### src/rtl/lab5_rgb_driver.sv
// rtl/lab5_rgb_driver.sv - RGB LED display stage for the lab5 2-bit comparator
//
// Synchronises and debounces the comparator's one-hot flags, shows the
// accepted result on a PWM-dimmed RGB LED and reports it in encoded form.
//
// Ports:
//   clk, rst_n        clock (rising edge), asynchronous active-low reset
//   r, g, bl          comparator flags a>b, a==b, a<b (asynchronous to clk)
//   led_r/led_g/led_b registered PWM LED drives
//   result            accepted code: 00 none, 01 a>b, 10 a==b, 11 a<b
//   valid             a legal result is being displayed
//   err               the last accepted pattern was not one-hot
//   changes           saturating count of displayed-result changes
module lab5_rgb_driver #(
  parameter int STABLE_CYCLES = 4,
  parameter int PWM_BITS      = 4,
  parameter int DUTY          = 8,
  parameter int CNT_WIDTH     = 8
) (
  input  logic                 clk,
  input  logic                 rst_n,
  input  logic                 r,
  input  logic                 g,
  input  logic                 bl,
  output logic                 led_r,
  output logic                 led_g,
  output logic                 led_b,
  output logic [1:0]           result,
  output logic                 valid,
  output logic                 err,
  output logic [CNT_WIDTH-1:0] changes
);

  localparam int SW = $clog2(STABLE_CYCLES + 1);
  localparam logic [SW-1:0] SCNT_MAX  = SW'(STABLE_CYCLES);
  localparam logic [SW-1:0] SCNT_LAST = SW'(STABLE_CYCLES - 1);
  // One extra bit so DUTY == 2^PWM_BITS (always on) is representable.
  localparam logic [PWM_BITS:0] DUTY_W = (PWM_BITS + 1)'(DUTY);

  typedef enum logic [1:0] {IDLE, SHOW, FAULT} state_t;

  state_t              state_q, state_d;
  logic [1:0]          code_q, code_d;
  logic [2:0]          sync1, samp, cand;
  logic [SW-1:0]       scnt;
  logic [PWM_BITS-1:0] pcnt;
  logic [1:0]          cand_code;
  logic                accept, pwm_on, bump;

  // Synchroniser and glitch filter. scnt parks at STABLE_CYCLES once a
  // pattern has been accepted, so the reset pattern 000 is never accepted.
  always_ff @(posedge clk or negedge rst_n) begin
    if (!rst_n) begin
      sync1 <= 3'b000;
      samp  <= 3'b000;
      cand  <= 3'b000;
      scnt  <= SCNT_MAX;
    end else begin
      sync1 <= {r, g, bl};
      samp  <= sync1;
      if (samp != cand) begin
        cand <= samp;
        scnt <= '0;
      end else if (scnt != SCNT_MAX) begin
        scnt <= scnt + 1'b1;
      end
    end
  end

  assign accept = (samp == cand) && (scnt == SCNT_LAST);

  always_comb begin
    cand_code = 2'b00;
    case (cand)
      3'b100:  cand_code = 2'b01;
      3'b010:  cand_code = 2'b10;
      3'b001:  cand_code = 2'b11;
      default: cand_code = 2'b00;
    endcase
  end

  always_ff @(posedge clk or negedge rst_n) begin
    if (!rst_n) begin
      state_q <= IDLE;
      code_q  <= 2'b00;
    end else begin
      state_q <= state_d;
      code_q  <= code_d;
    end
  end

  // cand_code == 00 marks a zero or multi-hot pattern.
  always_comb begin
    state_d = state_q;
    code_d  = code_q;
    bump    = 1'b0;
    if (accept) begin
      if (cand_code != 2'b00) begin
        state_d = SHOW;
        code_d  = cand_code;
        bump    = (state_q != SHOW) || (code_q != cand_code);
      end else begin
        state_d = FAULT;
        code_d  = 2'b00;
      end
    end
  end

  assign result = code_q;
  assign valid  = (state_q == SHOW);
  assign err    = (state_q == FAULT);

  always_ff @(posedge clk or negedge rst_n) begin
    if (!rst_n) begin
      changes <= '0;
    end else if (bump && (changes != {CNT_WIDTH{1'b1}})) begin
      changes <= changes + 1'b1;
    end
  end

  assign pwm_on = ({1'b0, pcnt} < DUTY_W);

  always_ff @(posedge clk or negedge rst_n) begin
    if (!rst_n) begin
      pcnt  <= '0;
      led_r <= 1'b0;
      led_g <= 1'b0;
      led_b <= 1'b0;
    end else begin
      pcnt  <= pcnt + 1'b1;
      led_r <= valid && (code_q == 2'b01) && pwm_on;
      led_g <= valid && (code_q == 2'b10) && pwm_on;
      led_b <= valid && (code_q == 2'b11) && pwm_on;
    end
  end

endmodule

### config.mk
export PLATFORM = sky130hd
export DESIGN_NAME = lab5_rgb_driver
export DESIGN_NICKNAME = d
export VERILOG_FILES = /design/src/rtl/lab5_rgb_driver.sv
export SDC_FILE = /design/constraint.sdc
export NUM_CORES = 1
export LEC_CHECK = 0
export ABC_AREA = 1
export CAP_MARGIN = 25
export CORE_MARGIN = 8
export CORE_UTILIZATION = 57
export DETAILED_ROUTE_END_ITERATION = 12
export PLACE_DENSITY = 0.82
export RECOVER_POWER = 25
export SLEW_MARGIN = 20
export SYNTH_ARGS = -nofsm -noshare
export SYNTH_HDL_FRONTEND = slang
export SYNTH_SLANG_ARGS = --single-unit
export TNS_END_PERCENT = 100
### constraint.sdc
create_clock -name clk -period 2.3 [get_ports clk]
set_input_delay 0.46 -clock clk [delete_from_list [all_inputs] [get_ports clk]]
set_output_delay 0.46 -clock clk [all_outputs]
set_load 0.01 [all_outputs]
==> results of run 1 <==
-- area by class of cell --
| class | instances | share of cell area [%] |
|---|---|---|
| Tap cell | 30 | 2.19 |
| Sequential cell | 31 | 45.4 |
| Clock buffer | 7 | 2.63 |
| Timing Repair Buffer | 20 | 11.4 |
| Inverter | 17 | 3.73 |
| Clock inverter | 1 | 0.292 |
| Multi-Input combinational cell | 91 | 34.4 |
-- critical path, delay by kind of cell, from the launching register on --
family | cells | cell delay, ns
DFF | 1 | 0.37
and+or+nand+nor | 1 | 0.14
buffers and inverters | 3 | 0.70
-- registers in the layout (all words and copies together), names as in the netlist --
name and cells:
cand 3, changes 8, led_b 1, led_g 1, led_r 1, pcnt 4, result 2, samp 3
scnt 3, state_q 2, sync1 3
-- power by group through the flow --
stage                     clock network (mW)  registers [mW]  logic [mW]
after floorplan                            0           0.571      0.0346
after global placement                     0           0.571      0.0550
after detailed placement                   0           0.572      0.0575
after CTS                              0.304           0.562      0.0576
after global routing                   0.327           0.563      0.0621
final                                  0.290           0.561      0.0539
-- cells by family (layout without fill, tap and decap cells) --
family | count (synthesis) | count (layout) | share of synthesized area [%]
xor gates and xnor gates | 9 | 9 | 6.00
adders and majority gates | 5 | 5 | 4.34
DFF | 31 | 31 | 54.0
AOI/OAI and AO/OA | 7 | 7 | 2.69
buffers and inverters | 20 | 45 | 5.21
and+or+nand+nor | 70 | 70 | 27.8
-- cells in the final DEF, fill, tap and decap left out, drive strengths merged --
| cell type | n |
|---|---|
| nand2 | 39 |
| dfrtp | 30 |
| inv | 17 |
| clkdlybuf4s50 | 15 |
| nand4 | 11 |
| nand3 | 11 |
| clkbuf | 8 |
| nor2 | 6 |
| xor2 | 5 |
| ha | 5 |
| dlygate4sd3 | 4 |
| xnor2 | 4 |
| a21oi | 4 |
| nor4 | 3 |
| o21ai | 3 |
| clkinv | 1 |
| dfstp | 1 |
-- metal layers --
| metal | global-route usage [%] | vias up | wire [microns] | part of all wire (%) |
|---|---|---|---|---|
| li1 | - | 509 | - | - |
| met1 | 16.0 | 493 | 1140 | 44 |
| met2 | 21.7 | 21 | 1250 | 48 |
| met3 | 7.29 | 3 | 199 | 7.6 |
| met4 | 4.80 | 0 | 23 | 0.88 |
| met5 | 0 | - | 0 | 0 |
-- final timing paths --
path,startpoint,end,slack (ns)
min in group asynchronous,rst_n,state_q[0],0.73
min reg2reg,sync1[0],samp[0],0.35
max reg2reg,scnt[1],changes[2],0.72
min,sync1[0],samp[0],0.35
max in group asynchronous,rst_n,changes[1],1.11
max,state_q[1],valid,0.31
==> impl_metrics.yaml, run 1 <==
sta:
  final.setup_skew_ns: 0.00590
  maxSlewHeadroom_pct: 51.1
  hold_viol_final: 0
  setup_tns_ns: 0
  timing.hold.ws_ns: 0.351
  fin_crit_sh_pct: 86.5
  tightest_slew_ns: 0.734
  setup_viol: 0
  rsz0062_at_grt: "false"
  fmax_ghz: 0.503
  setup_ws_ns: 0.311
  period_needed_ns: 1.99
  slew_viol_final: 0
power_and_ir_drop:
  p_leak_nw: 0.832
  ir_drop_mv: 0.412
  power.switching_mw: 0.215
  pwr-share-seq_pct: 62.0
  swShare_pct: 23.7
  intPower_mw: 0.691
  totalPowerFinal_mw: 0.906
  clkPwrFrac_pct: 32.1
  p_per_area_mw_per_mm2: 529
  combPwrFrac_pct: 5.9
layout:
  drive_gt1_share_pct: 16.8
  fill_cells: 201
  final_util_pct: 70.4
  final_nets: 176
  multiInputGateArea_sq_um: 588
  seq_area_sq_um: 777
  n_antenna_cell: 0
  stdcell_count: 197
  fin_area_sq_mm: 0.00171
  area_delta_synth_final_pct: 18.9
logic_synthesis:
  synth_most_common_cell: "nand2_1"
  seq_area_frac_synth_pct: 54.0
  ys_top_cells_by_area: "dfrtp_1, nand2_1, ha_1, nand4_1, xor2_1"
  synthesis.nets: 152
  synth_cell_type_count: 24
  syn_area_sq_mm: 0.00144
  synthArstFlopShare_pct: 100
  synthCells: 142
  synth_edf_count: 0
  yosys.area.top_type: "dfrtp_1"
  avgSynthCellArea_sq_um: 10.1
  synth_ff_type: "dfrtp_1"
  synth-seq-cells: 31
  synth_top_area_share_pct: 52.1
  synth_warnings: 0
  ys_top_cells_by_count: "nand2_1, dfrtp_1, inv_1"
floorplan:
  rows: 18
  start_util_pct: 59.2
  die-area_sq_mm: 0.00439
  die_w_microns: 66.3
  ios: 20
  die_y_microns: 66.3
  core-area_sq_mm: 0.00243
critical_path:
  critPathMaxStageDelay_ns: 0.53
  critical_path_class: "flop to output pin"
  worstPathArrival_ns: 1.53
  r2r_cells: 7
  critical_path_required_ns: 1.84
  path_max_fanout: 5
  crit_chain: "inv_1 > nand2_1 > inv_1 > clkdlybuf4s50_1"
  critPathSlowestCell: "clkdlybuf4s50_1"
  cp-end-kind: "output pin"
  path_common_cell: "inv_1"
  worstSetupStartpointType: "flop"
clock_network:
  cts_tree: "built"
  clk_latency_ns: 0.33
  postCtsSetupRepairBufs: 0
  cts_root_buf: "clkbuf_4"
  h-tree-depth: 2
  tritoncts.num_buffers: 5
  cts_resized: 0
  clk_pin_slew_ns: 0.09
  cts.sinks: 31
  postCtsHoldBufs: 0
  clk_path_buf_depth: 2
placed_design:
  dp_cells: 189
  dpl_cell_area_sq_mm: 0.00166
  gp_congestion: 0.815
  place_hpwl_microns: 1950
  portBuffers: 19
  pre_cts_ws_ns: 0.669
grt:
  grt_pass1_vias: 1040
  grt_pass1_wl_microns: 4740
  grt_max_degree: 32
  track_usage_pct: 14.0
  overflow: 0
  antenna_found_initial: 0
route:
  first_iter_violations: 51
  route.detailed.drc: 0
  routed_wl_microns: 2610
  viasPerCell: 5.21
  drt_pass1_iterations: 4
  ant_nets: 0
  wl_per_cell_microns: 13.2
  num_vias: 1026
worst_hold_path:
  holdPathStages: 0
  hold_path.class: "flop to flop"
outcome:
  status: "finished, final reports clean"
job:
  drv_cap: 0
No activity file was read; power rests on OpenSTA's default activity.
==> inputs of run 2 (changes only) <==
- ABC_AREA: 1 -> not set
==> impl_metrics.yaml, run 2 <==
floorplan:
  die_w_microns: 66.3
  core-area_sq_mm: 0.00243
  die_y_microns: 66.3
  ios: 20
  start_util_pct: 59.2
  die-area_sq_mm: 0.00439
  rows: 18
logic_synthesis:
  seq_area_frac_synth_pct: 54.0
  syn_area_sq_mm: 0.00144
  avgSynthCellArea_sq_um: 12.1
  synth-seq-cells: 31
  yosys.area.top_type: "dfrtp_1"
  ys_top_cells_by_area: "dfrtp_1, xnor2_1, ha_1, buf_6, nand4_1"
  synth_ff_type: "dfrtp_1"
  synth_cell_type_count: 34
  synth_edf_count: 0
  ys_top_cells_by_count: "dfrtp_1, xnor2_1, nor2_1"
  synth_most_common_cell: "dfrtp_1"
  synth_top_area_share_pct: 52.1
  synthArstFlopShare_pct: 100
  synth_warnings: 0
  synthCells: 119
  synthesis.nets: 129
route:
  drt_pass1_iterations: 4
  routed_wl_microns: 2450
  first_iter_violations: 26
  viasPerCell: 5.41
  route.detailed.drc: 0
  num_vias: 914
  ant_nets: 0
  wl_per_cell_microns: 14.5
power_and_ir_drop:
  combPwrFrac_pct: 5.5
  pwr-share-seq_pct: 53.1
  p_leak_nw: 0.771
  swShare_pct: 21.8
  p_per_area_mw_per_mm2: 632
  power.switching_mw: 0.234
  intPower_mw: 0.838
  ir_drop_mv: 0.792
  clkPwrFrac_pct: 41.4
placed_design:
  gp_congestion: 0.760
  place_hpwl_microns: 1790
  portBuffers: 19
sta:
  setup_tns_ns: 0
  tightest_slew_ns: 0.746
  hold_viol_final: 0
  fmax_ghz: 0.470
  final.setup_skew_ns: 0.00459
  fin_crit_sh_pct: 92.5
  rsz0062_at_grt: "false"
  maxSlewHeadroom_pct: 50.3
  slew_viol_final: 0
  period_needed_ns: 2.13
  setup_viol: 0
critical_path:
  r2r_cells: 5
  path_max_fanout: 5
  cp-end-kind: "output pin"
  critPathSlowestCell: "clkdlybuf4s50_1"
  worstPathArrival_ns: 1.67
  cpLargestDelayFamily: "buffers and inverters"
  r2r-start: "cand[2]"
  worstSetupStartpointType: "flop"
  crit_chain: "or2b_2 > inv_1 > clkdlybuf4s50_1"
  critical_path_required_ns: 1.84
  cp_num_buf_inv: 2
  timing.rr.end: "changes[1]"
  critical_path_class: "flop to output pin"
  rrSetupSlack_ns: 0.54
  critPathMaxStageDelay_ns: 0.54
layout:
  final_nets: 148
  most-common-layout-cells: "dfrtp_1, clkdlybuf4s50_1, xnor2_1, nor2_1"
  n_antenna_cell: 0
  final_util_pct: 69.7
  largest_reg_flops: 8
  area_delta_synth_final_pct: 17.7
  fill_cells: 189
  top_regs: "changes x8, pcnt x4"
  drive_gt1_share_pct: 15.8
  mostFrequentLayoutCell: "dfrtp_1"
  regMostFlops: "changes"
worst_hold_path:
  holdPathStages: 0
  hold_path.class: "flop to flop"
  hp-start: "sync1[2]"
  hold-path-endpoint: "samp[2]"
grt:
  grt_max_degree: 32
  grt_pass1_vias: 1023
  track_usage_pct: 13.4
  grt_pass1_wl_microns: 4440
  overflow: 0
  antenna_found_initial: 0
clock_network:
  postCtsHoldBufs: 0
  cts_tree: "built"
  cts_resized: 0
  cts_root_buf: "clkbuf_4"
  clk_path_buf_depth: 2
  postCtsSetupRepairBufs: 0
  tritoncts.num_buffers: 5
  h-tree-depth: 2
  clk_pin_slew_ns: 0.10
  clk_latency_ns: 0.33
  cts.sinks: 31
job:
  drv_cap: 0
outcome:
  status: "finished, final reports clean"
run 2: cell count changes after synthesis, moves of 4 or more:
cell | previous run | this run
buf_6 | 0 | 4
xnor2_1 | 3 | 14
inv_2 | 6 | 0
inv_1 | 11 | 7
nand2_1 | 36 | 7
nand4_1 | 10 | 6
nor2_1 | 3 | 10
run 2: worst reg2reg max path, delay by kind of cell (launching register included):
family           cells  cell delay [ns]
AND/OR/NAND/NOR      3             0.63
flip-flops           1             0.55
multiplexers         1             0.31
XOR/XNOR             1             0.16
run 2: area by class of cell:
cell class                 instances  area (sq um)  share of cell area, %
clock buffer                       6          51.3                   3.03
inverter                           7          26.3                   1.55
tap                               30          37.5                   2.21
clock inverter                     2          35.0                   2.07
timing repair buffer              20           195                   11.5
multi-input combinational         73           573                   33.8
sequential                        31           777                   45.8
run 2: worst max path at each step:
stage / startpoint / endpoint / slack (ns) / depth (start not counted)
4_1_cts: state_q[1] / valid / 0.14 / 3
6_report: state_q[1] / valid / 0.17 / 3
3_5_place_dp: state_q[1] / valid / 0.53 / 3
3_3_place_gp: state_q[1] / valid / 0.57 / 3
5_1_grt: state_q[0] / valid / 0.1 / 3
2_1_floorplan: changes[0] / changes[1] / 0.72 / 6
run 2: kinds of logic (layout without fill, tap and decap cells):
group	count (synthesis)	count (layout)	share of synthesized area, %
DFF	31	31	54.0
AOI/OAI and AO/OA	10	10	7.21
xor gates and xnor gates	17	17	10.3
buffers and inverters	15	35	6.26
and+or+nand+nor	38	38	15.3
muxes	3	3	2.61
adders and majority gates	5	5	4.34
run 2: layer usage:
metal / up-vias / part of all wire, % / track usage, %
li1: 434 / - / -
met1: 446 / 42 / 14.4
met2: 27 / 48 / 20.9
met3: 7 / 8.0 / 7.63
met4: 0 / 1.7 / 6.40
met5: - / 0 / 0
run 2: power by group through the flow:
stage / clock network [mW] / registers [mW] / logic (mW)
4_1_cts: 0.459 / 0.570 / 0.0624
3_3_place_gp: 0 / 0.579 / 0.0599
5_1_grt: 0.482 / 0.571 / 0.0678
2_1_floorplan: 0 / 0.572 / 0.0491
3_5_place_dp: 0 / 0.580 / 0.0621
6_report: 0.444 / 0.569 / 0.0591
run 2: stage by stage:
stage	cell area, sq um	hold WS (ns)	instances	setup WS [ns]	total power, mW
final	1700	0.356	169	0.172	1.07
after global routing	1700	0.373	169	0.0984	1.12
after CTS	1700	0.360	169	0.138	1.09
after detailed placement	1610	0.337	161	0.526	0.642
after global placement	1610	0.333	161	0.572	0.639
after floorplan	1440	0.164	119	0.722	0.621
==> inputs of run 3 (changes only) <==
- PLACE_DENSITY: 0.82 -> not set
- PLACE_DENSITY_LB_ADDON: not set -> 0.08
==> impl_metrics.yaml, run 3 (synthesis results as in run 2) <==
outcome:
  status: "finished, final reports clean"
placed_design:
  gp_congestion: 0.760
  dpl_cell_area_sq_mm: 0.00161
  portBuffers: 19
  dp_cells: 161
  pre_cts_ws_ns: 0.543
  place_hpwl_microns: 1830
route:
  num_vias: 895
  route.detailed.drc: 0
  wl_per_cell_microns: 14.5
  ant_nets: 0
  drt_pass1_iterations: 4
  routed_wl_microns: 2460
  first_iter_violations: 50
  viasPerCell: 5.30
layout:
  regMostFlops: "changes"
  final_nets: 148
  n_antenna_cell: 0
  top_regs: "changes x8, pcnt x4"
  area_delta_synth_final_pct: 17.7
  stdcell_count: 169
  fin_area_sq_mm: 0.00170
  final_util_pct: 69.7
  most-common-layout-cells: "dfrtp_1, clkdlybuf4s50_1, xnor2_1, nor2_1"
  drive_gt1_share_pct: 15.8
  largest_reg_flops: 8
  mostFrequentLayoutCell: "dfrtp_1"
floorplan:
  core-area_sq_mm: 0.00243
  rows: 18
  start_util_pct: 59.2
  ios: 20
  die_y_microns: 66.3
  die_w_microns: 66.3
  die-area_sq_mm: 0.00439
critical_path:
  worstSetupStartpointType: "flop"
  crit_chain: "or2b_2 > inv_1 > clkdlybuf4s50_1"
  path_max_fanout: 5
  critical_path_class: "flop to output pin"
  cp_num_buf_inv: 2
  critPathMaxStageDelay_ns: 0.52
  critPathSlowestCell: "clkdlybuf4s50_1"
  cpLargestDelayFamily: "buffers and inverters"
  worstPathArrival_ns: 1.64
  r2r_cells: 5
  critical_path_required_ns: 1.84
  rrSetupSlack_ns: 0.53
  cp-end-kind: "output pin"
  timing.rr.end: "changes[1]"
  r2r-start: "cand[2]"
grt:
  grt_pass1_wl_microns: 4220
  grt_pass1_vias: 881
  overflow: 0
  antenna_found_initial: 0
  track_usage_pct: 13.2
  grt_max_degree: 32
power_and_ir_drop:
  swShare_pct: 21.4
  p_per_area_mw_per_mm2: 629
  totalPowerFinal_mw: 1.07
  clkPwrFrac_pct: 41.0
  combPwrFrac_pct: 5.6
  power.switching_mw: 0.228
  p_leak_nw: 0.771
  intPower_mw: 0.838
  pwr-share-seq_pct: 53.4
  ir_drop_mv: 0.635
worst_hold_path:
  hold_path.class: "flop to flop"
  hold-path-endpoint: "samp[0]"
  hp-start: "sync1[0]"
  holdPathStages: 0
sta:
  period_needed_ns: 2.10
  slew_viol_final: 0
  rsz0062_at_grt: "false"
  maxSlewHeadroom_pct: 51.5
  tightest_slew_ns: 0.728
  final.setup_skew_ns: 0.00536
  setup_viol: 0
  timing.hold.ws_ns: 0.355
  hold_viol_final: 0
  setup_ws_ns: 0.198
  fmax_ghz: 0.476
  setup_tns_ns: 0
  fin_crit_sh_pct: 91.4
clock_network:
  tritoncts.num_buffers: 5
  cts.sinks: 31
  h-tree-depth: 2
  clk_pin_slew_ns: 0.09
  postCtsHoldBufs: 0
  postCtsSetupRepairBufs: 0
  clk_latency_ns: 0.32
  cts_tree: "built"
  clk_path_buf_depth: 2
  cts_root_buf: "clkbuf_4"
  cts_resized: 0
job:
  drv_cap: 0
[run 3: how the worst max path moves through the flow]
| stage | start | to | slack (ns) | depth (start not counted) |
|---|---|---|---|---|
| after detailed placement | cand[2] | changes[1] | 0.54 | 5 |
| after floorplan | changes[0] | changes[1] | 0.72 | 6 |
| final | state_q[0] | valid | 0.20 | 3 |
| after global placement | state_q[1] | valid | 0.57 | 3 |
| after global routing | state_q[0] | valid | 0.13 | 3 |
| after CTS | state_q[0] | valid | 0.17 | 3 |
[run 3: cell type report]
cell class | count | area [sq um]
flip-flops and latches | 31 | 777
fillers | 190 | 737
clock inverters | 2 | 35.0
multi-input cells | 73 | 573
repair buffers | 20 | 195
inverters | 7 | 26.3
well taps | 30 | 37.5
clock buffers | 6 | 51.3
[run 3: per-layer routing]
layer  wire length [microns]  global-route usage [%]  vias up  share of wire, %
met5                       0                       0        -                 0
met4                      35                    6.40        0               1.4
met3                     196                    7.29        4               8.0
met2                    1180                    19.7       22                48
met1                    1050                    14.9      434                43
li1                        -                       -      435                 -
[run 3: power by group through the flow]
stage / registers, mW / clock network, mW / logic [mW]
final: 0.569 / 0.438 / 0.0592
after global routing: 0.571 / 0.478 / 0.0669
after CTS: 0.569 / 0.450 / 0.0628
after detailed placement: 0.580 / 0 / 0.0625
after global placement: 0.579 / 0 / 0.0610
after floorplan: 0.572 / 0 / 0.0491
